[src/rtl/cpu_pkg.sv]
// cpu_pkg: shared widths, ALU opcodes, slot state encoding and held-slot layout.
package cpu_pkg;
   localparam int XLEN = 64;
   localparam int REG_IDX_W = 5;
   localparam int OP_W = 4;
   localparam logic [OP_W-1:0] ALU_ADD = 4'd0;
   localparam logic [OP_W-1:0] ALU_SUB = 4'd1;
   localparam logic [OP_W-1:0] ALU_EQ = 4'd4;
   typedef enum logic [1:0] {SLOT_EMPTY, SLOT_FULL, SLOT_STALL} slot_state_e;
   typedef struct packed {
      logic [REG_IDX_W-1:0] rs1_idx;
      logic [REG_IDX_W-1:0] rs2_idx;
      logic [XLEN-1:0] rs1_data;
      logic [XLEN-1:0] rs2_data;
      logic [XLEN-1:0] imm;
      logic use_imm;
      logic [OP_W-1:0] alu_op;
      logic [REG_IDX_W-1:0] rd;
      logic reg_write;
   } slot_t;
endpackage

[src/rtl/ex_operand_stage_if.sv]
// ex_operand_stage_if: ID capture, MEM/WB forwarding, flush and ALU-side handshake bundle.
interface ex_operand_stage_if;
   import cpu_pkg::*;
   logic flush;
   logic id_valid;
   logic id_ready;
   logic [REG_IDX_W-1:0] id_rs1_idx;
   logic [REG_IDX_W-1:0] id_rs2_idx;
   logic [XLEN-1:0] id_rs1_data;
   logic [XLEN-1:0] id_rs2_data;
   logic [XLEN-1:0] id_imm;
   logic id_use_imm;
   logic [OP_W-1:0] id_alu_op;
   logic [REG_IDX_W-1:0] id_rd;
   logic id_reg_write;
   logic mem_fwd_valid;
   logic [REG_IDX_W-1:0] mem_fwd_rd;
   logic [XLEN-1:0] mem_fwd_data;
   logic mem_fwd_pending;
   logic wb_fwd_valid;
   logic [REG_IDX_W-1:0] wb_fwd_rd;
   logic [XLEN-1:0] wb_fwd_data;
   logic ex_ready;
   logic ex_valid;
   logic [XLEN-1:0] alu_a;
   logic [XLEN-1:0] alu_b;
   logic [OP_W-1:0] alu_op;
   logic [REG_IDX_W-1:0] ex_rd;
   logic ex_reg_write;
   modport slave (
      input flush, id_valid, id_rs1_idx, id_rs2_idx, id_rs1_data, id_rs2_data, id_imm,
      input id_use_imm, id_alu_op, id_rd, id_reg_write,
      input mem_fwd_valid, mem_fwd_rd, mem_fwd_data, mem_fwd_pending,
      input wb_fwd_valid, wb_fwd_rd, wb_fwd_data, ex_ready,
      output id_ready, ex_valid, alu_a, alu_b, alu_op, ex_rd, ex_reg_write
   );
   modport master (
      output flush, id_valid, id_rs1_idx, id_rs2_idx, id_rs1_data, id_rs2_data, id_imm,
      output id_use_imm, id_alu_op, id_rd, id_reg_write,
      output mem_fwd_valid, mem_fwd_rd, mem_fwd_data, mem_fwd_pending,
      output wb_fwd_valid, wb_fwd_rd, wb_fwd_data, ex_ready,
      input id_ready, ex_valid, alu_a, alu_b, alu_op, ex_rd, ex_reg_write
   );
endinterface

[src/rtl/operand_fwd_mux.sv]
// operand_fwd_mux: one ALU operand with zero-register / MEM / WB / stored-data priority.
module operand_fwd_mux
   import cpu_pkg::*;
(
   input  logic [REG_IDX_W-1:0] idx,
   input  logic [XLEN-1:0] stored,
   input  logic mem_v,
   input  logic [REG_IDX_W-1:0] mem_rd,
   input  logic [XLEN-1:0] mem_data,
   input  logic wb_v,
   input  logic [REG_IDX_W-1:0] wb_rd,
   input  logic [XLEN-1:0] wb_data,
   output logic [XLEN-1:0] q
);
   always_comb q = idx == '0 ? '0 : (mem_v && idx == mem_rd) ? mem_data : (wb_v && idx == wb_rd) ? wb_data : stored;
endmodule

[src/rtl/ex_operand_stage.sv]
// ex_operand_stage: EX pipeline slot with RAW hazard handling feeding the ALU.
// EX_FORWARD_EN enables MEM/WB forwarding; without it any MEM/WB match stalls until the register file catches up.
module ex_operand_stage
   import cpu_pkg::*;
(
   input logic clk,
   input logic rst,
   ex_operand_stage_if.slave bus
);
`ifdef EX_FORWARD_EN
   localparam bit FWD_EN = 1'b1;
`else
   localparam bit FWD_EN = 1'b0;
`endif
   slot_state_e state_q, state_d, cur;
   slot_t slot_q, slot_d;
   logic need1, need2, m1, m2, w1, w2, haz, id_rdy, capture, mem_v, wb_v;
   logic [XLEN-1:0] fwd_a, fwd_b;

   always_ff @(posedge clk) begin
      if (rst) begin
         state_q <= SLOT_EMPTY;
         slot_q <= '0;
      end else begin
         state_q <= state_d;
         slot_q <= slot_d;
      end
   end

   // Hazard is re-evaluated each cycle on the held slot, so FULL/STALL is resolved live.
   always_comb begin
      need1 = slot_q.rs1_idx != '0;
      need2 = !slot_q.use_imm && slot_q.rs2_idx != '0;
      m1 = bus.mem_fwd_valid && slot_q.rs1_idx == bus.mem_fwd_rd;
      m2 = bus.mem_fwd_valid && slot_q.rs2_idx == bus.mem_fwd_rd;
      w1 = bus.wb_fwd_valid && slot_q.rs1_idx == bus.wb_fwd_rd;
      w2 = bus.wb_fwd_valid && slot_q.rs2_idx == bus.wb_fwd_rd;
      haz = FWD_EN ? bus.mem_fwd_pending && ((need1 && m1) || (need2 && m2))
                   : (need1 && (m1 || w1)) || (need2 && (m2 || w2));
      cur = state_q == SLOT_EMPTY ? SLOT_EMPTY : haz ? SLOT_STALL : SLOT_FULL;
   end

   always_comb begin
      id_rdy = cur == SLOT_EMPTY || (cur == SLOT_FULL && bus.ex_ready);
      capture = bus.id_valid && id_rdy && !bus.flush;
      state_d = bus.flush ? SLOT_EMPTY : capture ? SLOT_FULL : (cur == SLOT_FULL && bus.ex_ready) ? SLOT_EMPTY : cur;
      slot_d = slot_q;
      if (capture) begin
         slot_d.rs1_idx = bus.id_rs1_idx;
         slot_d.rs2_idx = bus.id_rs2_idx;
         slot_d.rs1_data = bus.id_rs1_data;
         slot_d.rs2_data = bus.id_rs2_data;
         slot_d.imm = bus.id_imm;
         slot_d.use_imm = bus.id_use_imm;
         slot_d.alu_op = bus.id_alu_op;
         slot_d.rd = bus.id_rd;
         slot_d.reg_write = bus.id_reg_write;
      end else if (!FWD_EN && cur == SLOT_STALL) begin
         slot_d.rs1_data = bus.id_rs1_data;
         slot_d.rs2_data = bus.id_rs2_data;
      end
   end

   assign mem_v = FWD_EN && bus.mem_fwd_valid;
   assign wb_v = FWD_EN && bus.wb_fwd_valid;

   operand_fwd_mux u_fwd_a (
      .idx(slot_q.rs1_idx), .stored(slot_q.rs1_data),
      .mem_v(mem_v), .mem_rd(bus.mem_fwd_rd), .mem_data(bus.mem_fwd_data),
      .wb_v(wb_v), .wb_rd(bus.wb_fwd_rd), .wb_data(bus.wb_fwd_data), .q(fwd_a)
   );

   operand_fwd_mux u_fwd_b (
      .idx(slot_q.rs2_idx), .stored(slot_q.rs2_data),
      .mem_v(mem_v), .mem_rd(bus.mem_fwd_rd), .mem_data(bus.mem_fwd_data),
      .wb_v(wb_v), .wb_rd(bus.wb_fwd_rd), .wb_data(bus.wb_fwd_data), .q(fwd_b)
   );

   always_comb begin
      bus.id_ready = id_rdy;
      bus.ex_valid = cur == SLOT_FULL;
      bus.alu_a = fwd_a;
      bus.alu_b = slot_q.use_imm ? slot_q.imm : fwd_b;
      bus.alu_op = slot_q.alu_op;
      bus.ex_rd = slot_q.rd;
      bus.ex_reg_write = slot_q.reg_write;
   end
endmodule

[src/flat_wrapper.sv]
// flat-port wrapper written by rule: the top's interface ports become plain ports
module ex_operand_stage_flat import cpu_pkg::*;
  (clk, rst, bus_flush, bus_id_valid, bus_id_rs1_idx, bus_id_rs2_idx, bus_id_rs1_data, bus_id_rs2_data, bus_id_imm, bus_id_use_imm, bus_id_alu_op, bus_id_rd, bus_id_reg_write, bus_mem_fwd_valid, bus_mem_fwd_rd, bus_mem_fwd_data, bus_mem_fwd_pending, bus_wb_fwd_valid, bus_wb_fwd_rd, bus_wb_fwd_data, bus_ex_ready, bus_id_ready, bus_ex_valid, bus_alu_a, bus_alu_b, bus_alu_op, bus_ex_rd, bus_ex_reg_write);
  ex_operand_stage_if bus_i ();
  input logic clk;
  input logic rst;
  input wire logic [$bits(bus_i.flush)-1:0] bus_flush;
  input wire logic [$bits(bus_i.id_valid)-1:0] bus_id_valid;
  input wire logic [$bits(bus_i.id_rs1_idx)-1:0] bus_id_rs1_idx;
  input wire logic [$bits(bus_i.id_rs2_idx)-1:0] bus_id_rs2_idx;
  input wire logic [$bits(bus_i.id_rs1_data)-1:0] bus_id_rs1_data;
  input wire logic [$bits(bus_i.id_rs2_data)-1:0] bus_id_rs2_data;
  input wire logic [$bits(bus_i.id_imm)-1:0] bus_id_imm;
  input wire logic [$bits(bus_i.id_use_imm)-1:0] bus_id_use_imm;
  input wire logic [$bits(bus_i.id_alu_op)-1:0] bus_id_alu_op;
  input wire logic [$bits(bus_i.id_rd)-1:0] bus_id_rd;
  input wire logic [$bits(bus_i.id_reg_write)-1:0] bus_id_reg_write;
  input wire logic [$bits(bus_i.mem_fwd_valid)-1:0] bus_mem_fwd_valid;
  input wire logic [$bits(bus_i.mem_fwd_rd)-1:0] bus_mem_fwd_rd;
  input wire logic [$bits(bus_i.mem_fwd_data)-1:0] bus_mem_fwd_data;
  input wire logic [$bits(bus_i.mem_fwd_pending)-1:0] bus_mem_fwd_pending;
  input wire logic [$bits(bus_i.wb_fwd_valid)-1:0] bus_wb_fwd_valid;
  input wire logic [$bits(bus_i.wb_fwd_rd)-1:0] bus_wb_fwd_rd;
  input wire logic [$bits(bus_i.wb_fwd_data)-1:0] bus_wb_fwd_data;
  input wire logic [$bits(bus_i.ex_ready)-1:0] bus_ex_ready;
  output wire logic [$bits(bus_i.id_ready)-1:0] bus_id_ready;
  output wire logic [$bits(bus_i.ex_valid)-1:0] bus_ex_valid;
  output wire logic [$bits(bus_i.alu_a)-1:0] bus_alu_a;
  output wire logic [$bits(bus_i.alu_b)-1:0] bus_alu_b;
  output wire logic [$bits(bus_i.alu_op)-1:0] bus_alu_op;
  output wire logic [$bits(bus_i.ex_rd)-1:0] bus_ex_rd;
  output wire logic [$bits(bus_i.ex_reg_write)-1:0] bus_ex_reg_write;
  assign bus_i.flush = bus_flush;
  assign bus_i.id_valid = bus_id_valid;
  assign bus_i.id_rs1_idx = bus_id_rs1_idx;
  assign bus_i.id_rs2_idx = bus_id_rs2_idx;
  assign bus_i.id_rs1_data = bus_id_rs1_data;
  assign bus_i.id_rs2_data = bus_id_rs2_data;
  assign bus_i.id_imm = bus_id_imm;
  assign bus_i.id_use_imm = bus_id_use_imm;
  assign bus_i.id_alu_op = bus_id_alu_op;
  assign bus_i.id_rd = bus_id_rd;
  assign bus_i.id_reg_write = bus_id_reg_write;
  assign bus_i.mem_fwd_valid = bus_mem_fwd_valid;
  assign bus_i.mem_fwd_rd = bus_mem_fwd_rd;
  assign bus_i.mem_fwd_data = bus_mem_fwd_data;
  assign bus_i.mem_fwd_pending = bus_mem_fwd_pending;
  assign bus_i.wb_fwd_valid = bus_wb_fwd_valid;
  assign bus_i.wb_fwd_rd = bus_wb_fwd_rd;
  assign bus_i.wb_fwd_data = bus_wb_fwd_data;
  assign bus_i.ex_ready = bus_ex_ready;
  assign bus_id_ready = bus_i.id_ready;
  assign bus_ex_valid = bus_i.ex_valid;
  assign bus_alu_a = bus_i.alu_a;
  assign bus_alu_b = bus_i.alu_b;
  assign bus_alu_op = bus_i.alu_op;
  assign bus_ex_rd = bus_i.ex_rd;
  assign bus_ex_reg_write = bus_i.ex_reg_write;
  ex_operand_stage u_core (.clk(clk), .rst(rst), .bus(bus_i));
endmodule
[config.mk]
export PLATFORM = sky130hd
export DESIGN_NAME = ex_operand_stage_flat
export DESIGN_NICKNAME = d
export VERILOG_FILES = /design/src/rtl/cpu_pkg.sv /design/src/rtl/ex_operand_stage_if.sv /design/src/rtl/operand_fwd_mux.sv /design/src/rtl/ex_operand_stage.sv /design/src/flat_wrapper.sv
export SDC_FILE = /design/constraint.sdc
export NUM_CORES = 1
export LEC_CHECK = 0
export CAP_MARGIN = 5
export CORE_AREA = 3 3 192 194
export CTS_CLUSTER_SIZE = 8
export DETAILED_ROUTE_END_ITERATION = 8
export DIE_AREA = 0 0 195 197
export PLACE_DENSITY = 0.59
export SETUP_SLACK_MARGIN = 0.4
export SLEW_MARGIN = 30
export SYNTH_ARGS = -nofsm -noshare
export SYNTH_HDL_FRONTEND = slang
export SYNTH_SLANG_ARGS = --single-unit
[constraint.sdc]
create_clock -name clk -period 2.18 [get_ports clk]
set_input_delay 0.218 -clock clk [delete_from_list [all_inputs] [get_ports clk]]
set_output_delay 0.218 -clock clk [all_outputs]
set_load 0.05 [all_outputs]
==> impl_metrics.toml, run 1 <==
[routing]
route.detailed.drc = 0
first_pass_iters = 5
routed-via-count = 9713
wl_per_cell_um = 19.84
viasPerCell = 4.832
final_antenna_net_count = 0
drt_iter0_drc = 310
finalWirelength_mm = 39.87

[global_routing]
grt_pass1_vias = 10200
grt_usage = 0.1954
grt_antenna_before_repair = 3
grt_overflow = 0
grt_pass1_wl_mm = 59.96
grt_max_degree = 67

[critical_path]
endpoint_kind = "output port"
reg2reg_depth = 12
reg2reg_from = "u_core.slot_q[209]"
critPathLaunch = "u_core.slot_q[204]"
critPathLaunchType = "flip-flop"
cp.arrival_ns = 2.32
worstPathMaxFanout = 41
regToRegEndpoint = "u_core.slot_q[156]"
crit_type = "flip-flop to output port"
cp.required_ns = 1.96
reg2reg_slack_ns = -0.23

[status]
violations = "negative setup slack"
status = "finished with violations"

[timing]
fmax_ghz = 0.3935
fin_worst_skew_ns = 0.01346
drv_slew = 0
setup_viol = 260
layout_setup_ws_ns = -0.3613
fin_crit_sh = 1.166
whs_ns = 0.1303
worst_pin_slew_ns = 0.5983
relSlewSlack = 0.6012
rsz0062_at_grt = "yes"
min_period_ns = 2.541
final_hold_viol_count = 0

[synthesis]
synth.avg_cell_area_um2 = 8.798
yosysSeqAreaShare = 0.4258
synth_area_leaders = "dfxtp_1 43%, a21oi_2 8.3%, nand2_1 6.5%, nand3b_1 6.3%, a21oi_1 5.8%"
yosys_warnings = 0
yosysTopAreaCellShare = 0.4258
synth_cell_types = 35
synth_top_cell_by_area = "dfxtp_1"
synth_fp_nets = 1508
synth_cells = 1149
syn-cell-area_mm2 = 0.01011
ys_ff_latch = 215

[worst_hold_path]
holdPathStages = 2
hp-start = "rst"
min_to = "u_core.slot_q[178]"
hold_path.class = "input pin to flip-flop"

[place]
gp_congestion = 0.7990
placed_cell_area_mm2 = 0.01642
dp_cells = 1940
dp_hpwl_mm = 26.07
io_buffers = 369

[cts]
cts_inserted_buffers = 31
cts.clk_slew.worst_paths_ns = 0.05
clockBufferDepth = 3
root_buffer = "clkbuf_16"
clock_sinks = 215
clock_latency_ns = 0.56
tritoncts = "done"
htreeDepth = 1

[power]
p_leak_nw = 7.013
ir_drop_uv = 551.4
powerDensity_mw_per_mm2 = 612.4

[final_layout]
syn2layout_area_growth_pct = 83.49
fillers = 3096
fin_util = 0.5240
final_cell_mix = "238 x clkdlybuf4s50_1, 207 x dfxtp_1, 151 x nand2_1"
postLayoutCellArea_mm2 = 0.01855
nets = 1905
stdcell_count = 2010
layout_commonest_cell = "clkdlybuf4s50_1"
layout-drive-gt1-share = 0.4154

[job]
drv_cap = 0

[floorplan]
die_x_um = 195
start_util = 0.2856
die_area_mm2 = 0.03842
core-area_mm2 = 0.03540
ioPinCount = 499
fp.dieH_um = 197
core.rowCount = 69
-- timing repair --
action | in CTS | in global routing
hold buffers | 0 | 0
setup endpoints to repair | 355 | 355
setup buffers | 14 | 5
cloned | 12 | 3
pin swaps | 8 | 9
resized for setup | 120 | 77
-- critical path, stage by stage, from the launching register on --
cell	delay, ns
dfxtp_2	0.31
or4_4	0.53
o21ba_4	0.25
buf_12	0.21
a22o_4	0.28
buf_12	0.15
-- how the worst max path moves through the flow --
stage                              to  depth (start not counted)
global route            bus_alu_b[24]                          5
CTS                     bus_alu_b[24]                          5
global placement    u_core.slot_q[71]                          9
finish                  bus_alu_b[23]                          5
detailed placement  u_core.slot_q[31]                          9
floorplan                bus_id_ready                          6
-- per-stage QoR --
step                TNS (ns)  power, W  setup slack, ns
floorplan                  0  0.005728           0.2440
global placement      -43.28  0.006743          -0.2538
detailed placement    -53.83  0.006765          -0.2971
CTS                   -55.93   0.01139          -0.4044
global route          -84.69   0.01181          -0.4447
finish                -56.47   0.01136          -0.3613
-- layout make-up --
type                            instances  area [um^2]  share of cell area
Sequential cell                       215         4317              0.2327
Clock inverter                          2        17.52           0.0009444
Tap cell                              461        576.8             0.03110
Timing Repair Buffer                  483         6355              0.3426
Clock buffer                           33        793.3             0.04277
Antenna cell                            1        2.502           0.0001349
Multi-Input combinational cell        815         6486              0.3497
-- per-layer routing --
metal | GRT usage | routed length [um]
met1 | 0.2449 | 16530
met2 | 0.3316 | 19250
met3 | 0.05880 | 3188
met4 | 0.04674 | 873
met5 | 0 | 27
-- cell families (layout without fill, tap and decap cells) --
| group | count (synthesis) | in the layout | synth area share |
|---|---|---|---|
| buffers and inverters | 119 | 518 | 0.07563 |
| flip-flops | 215 | 215 | 0.4258 |
| XOR/XNOR | 20 | 20 | 0.01733 |
| AND/OR/NAND/NOR | 424 | 424 | 0.2291 |
| other | 0 | 1 | 0 |
| AO/OA/AOI/OAI | 371 | 371 | 0.2521 |
-- power by group --
part,internal (W),total (W),switching [W]
Sequential,0.00413,0.00429,0.000166
Clock,0.00252,0.00424,0.00172
Combinational,0.00144,0.00283,0.00139
-- sequential cells by signal (all words and copies together) (netlist names) --
| register | count |
|---|---|
| u_core.bus.ex_rd | 5 |
| u_core.bus.ex_reg_write | 1 |
| u_core.bus.alu_op | 4 |
| u_core.state_q | 2 |
| u_core.slot_q | 203 |
-- cell usage after synthesis, drive strengths merged --
master  count
a21oi     213
nor3b       1
nand3b     85
or4         2
and2        2
nand2     256
nor4        6
o32a        1
xnor2       4
buf        58
a32oi       2
or3b        1
clkbuf     61
a22o       64
nor2        6
o221a       1
o21ai      86
o221ai      1
nor2b      65
xor2       16
dfxtp     215
o22ai       2
o21ba       1
No activity file was read; power rests on OpenSTA's default activity.
==> run 2, diff against run 1 <==
--- a/config.mk
+++ b/config.mk
@@ -11,7 +11,7 @@
 export DETAILED_ROUTE_END_ITERATION = 8
 export DIE_AREA = 0 0 195 197
 export PLACE_DENSITY = 0.59
-export SETUP_SLACK_MARGIN = 0.4
+export SETUP_SLACK_MARGIN = 0.1
 export SLEW_MARGIN = 30
 export SYNTH_ARGS = -nofsm -noshare
 export SYNTH_HDL_FRONTEND = slang
==> run 2 against run 1 <==
Effect of this change:
- the run still ends with negative setup slack left
- cell area rose by 13%
- critical path depth rose by 1
- utilization rose by 6.9 points
- critical path type unchanged
- highest routed layer unchanged
==> impl_metrics.toml, run 2 (same netlist as run 1, synthesis figures left out) <==
[cts]
clock_latency_ns = 0.56
cts_inserted_buffers = 31
root_buffer = "clkbuf_16"
htreeDepth = 1
clockBufferDepth = 3
clock_sinks = 215
cts.clk_slew.worst_paths_ns = 0.06
tritoncts = "done"

[critical_path]
reg2reg_slack_ns = -0.35
worstPathMaxFanout = 4
cp.arrival_ns = 2.37
endpoint_kind = "output port"
cp.required_ns = 1.96
crit_type = "flip-flop to output port"
critPathLaunchType = "flip-flop"

[place]
gp_congestion = 0.7968
dp_hpwl_mm = 25.21
io_buffers = 369
dp_cells = 1930

[floorplan]
ioPinCount = 499
start_util = 0.2856
die_x_um = 195
die_area_mm2 = 0.03842
fp.dieH_um = 197
core.rowCount = 69
core-area_mm2 = 0.03540

[global_routing]
grt_antenna_before_repair = 7
grt_pass1_wl_mm = 66.81
grt_pass1_vias = 10960
grt_overflow = 0
grt_max_degree = 57
grt_usage = 0.2198

[worst_hold_path]
hold_path.class = "input pin to flip-flop"

[final_layout]
regMostFlops = "u_core.slot_q"
largest_reg_flops = 203
layout_commonest_cell = "clkdlybuf4s50_1"
syn2layout_area_growth_pct = 107.8
nets = 1966
layout-drive-gt1-share = 0.5624
stdcell_count = 2075
final_cell_mix = "238 x clkdlybuf4s50_1, 206 x dfxtp_1, 150 x nand2_4, 150 x a21oi_2, 115 x buf_12"

[timing]
layout_setup_ws_ns = -0.4104
setup_viol = 344
fmax_ghz = 0.3860
fin_crit_sh = 1.188
final_hold_viol_count = 0
relSlewSlack = 0.5266
worst_pin_slew_ns = 0.7101
rsz0062_at_grt = "yes"
drv_slew = 0
whs_ns = 0.07334
fin_worst_skew_ns = 0.02359
min_period_ns = 2.590

[power]
p_leak_nw = 8.212
ir_drop_uv = 604.1
powerDensity_mw_per_mm2 = 577.2
finalPower_w = 0.01212

[routing]
finalWirelength_mm = 47.78
viasPerCell = 5.093
drt_iter0_drc = 409
route.detailed.drc = 0
routed-via-count = 10570
final_antenna_net_count = 0
wl_per_cell_um = 23.03
first_pass_iters = 4

[job]
drv_cap = 0

[status]
violations = "negative setup slack"
status = "finished with violations"
[run 2: metrics by stage]
stage                     cell area, um^2  worst slack (ns)    util  setup TNS [ns]
after floorplan                     10120           0.04570       -               0
after global placement              14940           -0.3735  0.4221          -54.90
after detailed placement            14940           -0.3579  0.4221          -55.22
after CTS                           19650           -0.4419  0.5550         -100.80
after global routing                21000           -0.4846  0.5934         -106.75
final                               21000           -0.4104  0.5934          -89.76
[run 2: layout make-up]
cell class,instances,area (um^2)
Sequential cell,215,4318
Fill cell,2758,14390
Clock inverter,2,38.79
Antenna cell,3,7.507
Multi-Input combinational cell,817,7587
Tap cell,461,576.8
Timing Repair Buffer,542,7675
Clock buffer,35,800.8
[run 2: final timing paths]
kind | cells after the start | start | end
worst max register to register | 11 | u_core.slot_q[204] | u_core.slot_q[210]
worst max-delay path | 6 | u_core.slot_q[207] | bus_ex_valid
worst min-delay path | 2 | rst | u_core.slot_q[156]
worst min register to register | 2 | u_core.slot_q[84] | u_core.slot_q[84]
[run 2: per-layer routing]
metal / vias to the layer above / wire length, um / global-route usage
li1: 4901 / - / -
met4: 8 / 1597 / 0.06681
met3: 98 / 3003 / 0.05538
met5: - / 46 / 0
met2: 411 / 23430 / 0.3688
met1: 5149 / 19710 / 0.2799
[run 2: where the power goes]
group	internal [W]	switching (W)	total [W]	leakage, nW
Clock	0.00265	0.00171	0.00436	0.411
Sequential	0.00413	0.000181	0.00431	1.76
Combinational	0.00174	0.00171	0.00346	6.04
Total	0.00852	0.00361	0.0121	8.21
[run 2: critical path, stage by stage (launching register included)]
cell	delay, ns
dfxtp_2	0.35
xor2_1	0.17
nor4_2	0.37
a32oi_2	0.21
o32a_1	0.37
nor2b_2	0.17
buf_6	0.16
[run 2: timing repair]
item | CTS | global route
hold buffers | 0 | 0
gates cloned | 48 | 15
buffers inserted | 42 | 15
gates resized for setup | 603 | 296
setup endpoints to repair | 341 | 344
pin swaps | 180 | 215
==> run 3, diff against run 2 <==
--- a/config.mk
+++ b/config.mk
@@ -11,6 +11,7 @@
 export DETAILED_ROUTE_END_ITERATION = 8
 export DIE_AREA = 0 0 195 197
 export PLACE_DENSITY = 0.59
+export RECOVER_POWER = 50
 export SETUP_SLACK_MARGIN = 0.1
 export SLEW_MARGIN = 30
 export SYNTH_ARGS = -nofsm -noshare
==> run 3 against run 2 <==
Effect of this change:
- the run still ends with negative setup slack left
- utilization stayed put
- register-to-register slack hardly changed
- die area stayed put
- combinational power hardly changed
- cell area stayed put
- sequential share of layout area stayed put
- clock-buffer cell count stayed put
- first-iteration DRC count stayed put
- critical path type unchanged
==> impl_metrics.toml, run 3 (same netlist as run 1, synthesis figures left out) <==
[timing]
fin_crit_sh = 1.188
min_period_ns = 2.590
rsz0062_at_grt = "yes"
fin_worst_skew_ns = 0.02359
fmax_ghz = 0.3860
drv_slew = 0
finalSetupTns_ns = -89.76
layout_setup_ws_ns = -0.4105
final_hold_viol_count = 0
worst_pin_slew_ns = 0.7101
setup_viol = 344
relSlewSlack = 0.5266

[final_layout]
regMostFlops = "u_core.slot_q"
nets = 1966
syn2layout_area_growth_pct = 107.8
final_cell_mix = "234 x clkdlybuf4s50_1, 206 x dfxtp_1, 150 x nand2_4, 150 x a21oi_2, 115 x buf_12"
layout-drive-gt1-share = 0.5624
layout_commonest_cell = "clkdlybuf4s50_1"
stdcell_count = 2075
largest_reg_flops = 203

[cts]
hold_buffers = 0
clockBufferDepth = 3
tritoncts = "done"
cts.clk_slew.worst_paths_ns = 0.06
htreeDepth = 1
root_buffer = "clkbuf_16"
clock_sinks = 215
cts_inserted_buffers = 31
clock_latency_ns = 0.56

[power]
p_int_w = 0.008515
p_switching_w = 0.003608
ir_drop_uv = 604.1
p_leak_nw = 8.224
powerDensity_mw_per_mm2 = 577.2
switching_share = 0.2976
clkPwrFrac = 0.360
pwr-share-comb = 0.285
power.share.sequential = 0.355

[routing]
route.detailed.drc = 0
drt_iter0_drc = 409
routed-via-count = 10570
wl_per_cell_um = 23.03
finalWirelength_mm = 47.78
viasPerCell = 5.093
final_antenna_net_count = 0
first_pass_iters = 4

[place]
gp_congestion = 0.7968
dp_hpwl_mm = 25.21
dp_cells = 1930
io_buffers = 369

[global_routing]
grt_pass1_vias = 10960
grt_usage = 0.2198
grt_overflow = 0
grt_max_degree = 57
grt_pass1_wl_mm = 66.81
grt_antenna_before_repair = 7

[status]
violations = "negative setup slack"
status = "finished with violations"

[floorplan]
start_util = 0.2856
core.rowCount = 69
die_area_mm2 = 0.03842
core-area_mm2 = 0.03540
ioPinCount = 499
fp.dieH_um = 197
die_x_um = 195

[critical_path]
critPathLaunchType = "flip-flop"
cp.arrival_ns = 2.37
endpoint_kind = "output port"
crit_end = "bus_ex_valid"
reg2reg_from = "u_core.slot_q[204]"
worstPathMaxFanout = 4
reg2reg_slack_ns = -0.35
critPathLaunch = "u_core.slot_q[207]"
crit_type = "flip-flop to output port"
reg2reg_depth = 11
regToRegEndpoint = "u_core.slot_q[210]"
cp.required_ns = 1.96

[worst_hold_path]
hold_path.class = "input pin to flip-flop"

[job]
drv_cap = 0
run 3: cell count changes in the layout (fill, tap and decap cells not counted):
cell	change
dlygate4sd3_1	+4
clkdlybuf4s50_1	-4
run 3: how the worst min path moves through the flow:
stage	slack [ns]	startpoint	endpoint	depth (start not counted)
floorplan	0.30	bus_flush	u_core.state_q[1]	1
global placement	0.43	u_core.slot_q[156]	u_core.slot_q[156]	2
detailed placement	0.44	u_core.slot_q[156]	u_core.slot_q[156]	2
CTS	0.04	rst	u_core.slot_q[189]	2
global route	0.07	rst	u_core.slot_q[156]	2
finish	0.07	rst	u_core.slot_q[156]	2
run 3: critical path, stage by stage (launching register included):
cell and delay (ns):
dfxtp_2 0.35, xor2_1 0.17, nor4_2 0.37, a32oi_2 0.21
o32a_1 0.37, nor2b_2 0.17, buf_6 0.16
run 3: power by group through the flow:
stage | Clock, W | Sequential (W) | Combinational (W)
final | 0.00436 | 0.00431 | 0.00345
after global routing | 0.00460 | 0.00432 | 0.00360
after CTS | 0.00446 | 0.00426 | 0.00304
after detailed placement | 0 | 0.00432 | 0.00214
after global placement | 0 | 0.00431 | 0.00213
after floorplan | 0 | 0.00429 | 0.00109
run 3: area by class of cell:
type	count	area, um^2
timing repair buffer	542	7675
antenna	3	7.507
sequential	215	4318
fill	2758	14390
tap	461	576.8
multi-input combinational	817	7587
clock buffer	35	800.8
clock inverter	2	38.79
run 3: what timing repair did:
action	CTS	global route
setup buffers	42	15
pin swaps	180	215
gates resized for setup	603	296
cloned	48	15
setup endpoints to repair	341	344
run 3: routing by layer:
layer / global-route usage / vias to the layer above / part of all wire
met4: 0.06681 / 8 / 0.033
met1: 0.2799 / 5149 / 0.41
met3: 0.05538 / 98 / 0.063
met2: 0.3688 / 411 / 0.49
li1: - / 4901 / -
met5: 0 / - / 0.00096
run 3: through the flow:
stage | setup slack [ns] | hold WS (ns) | util | area [um^2] | total power [W]
6_report | -0.4105 | 0.07334 | 0.5934 | 21000 | 0.01212
5_1_grt | -0.4846 | 0.06614 | 0.5934 | 21000 | 0.01252
4_1_cts | -0.4419 | 0.04346 | 0.5550 | 19650 | 0.01176
3_5_place_dp | -0.3579 | 0.4392 | 0.4221 | 14940 | 0.006457
3_3_place_gp | -0.3735 | 0.4338 | 0.4221 | 14940 | 0.006442
2_1_floorplan | 0.04570 | 0.2951 | - | 10120 | 0.005380
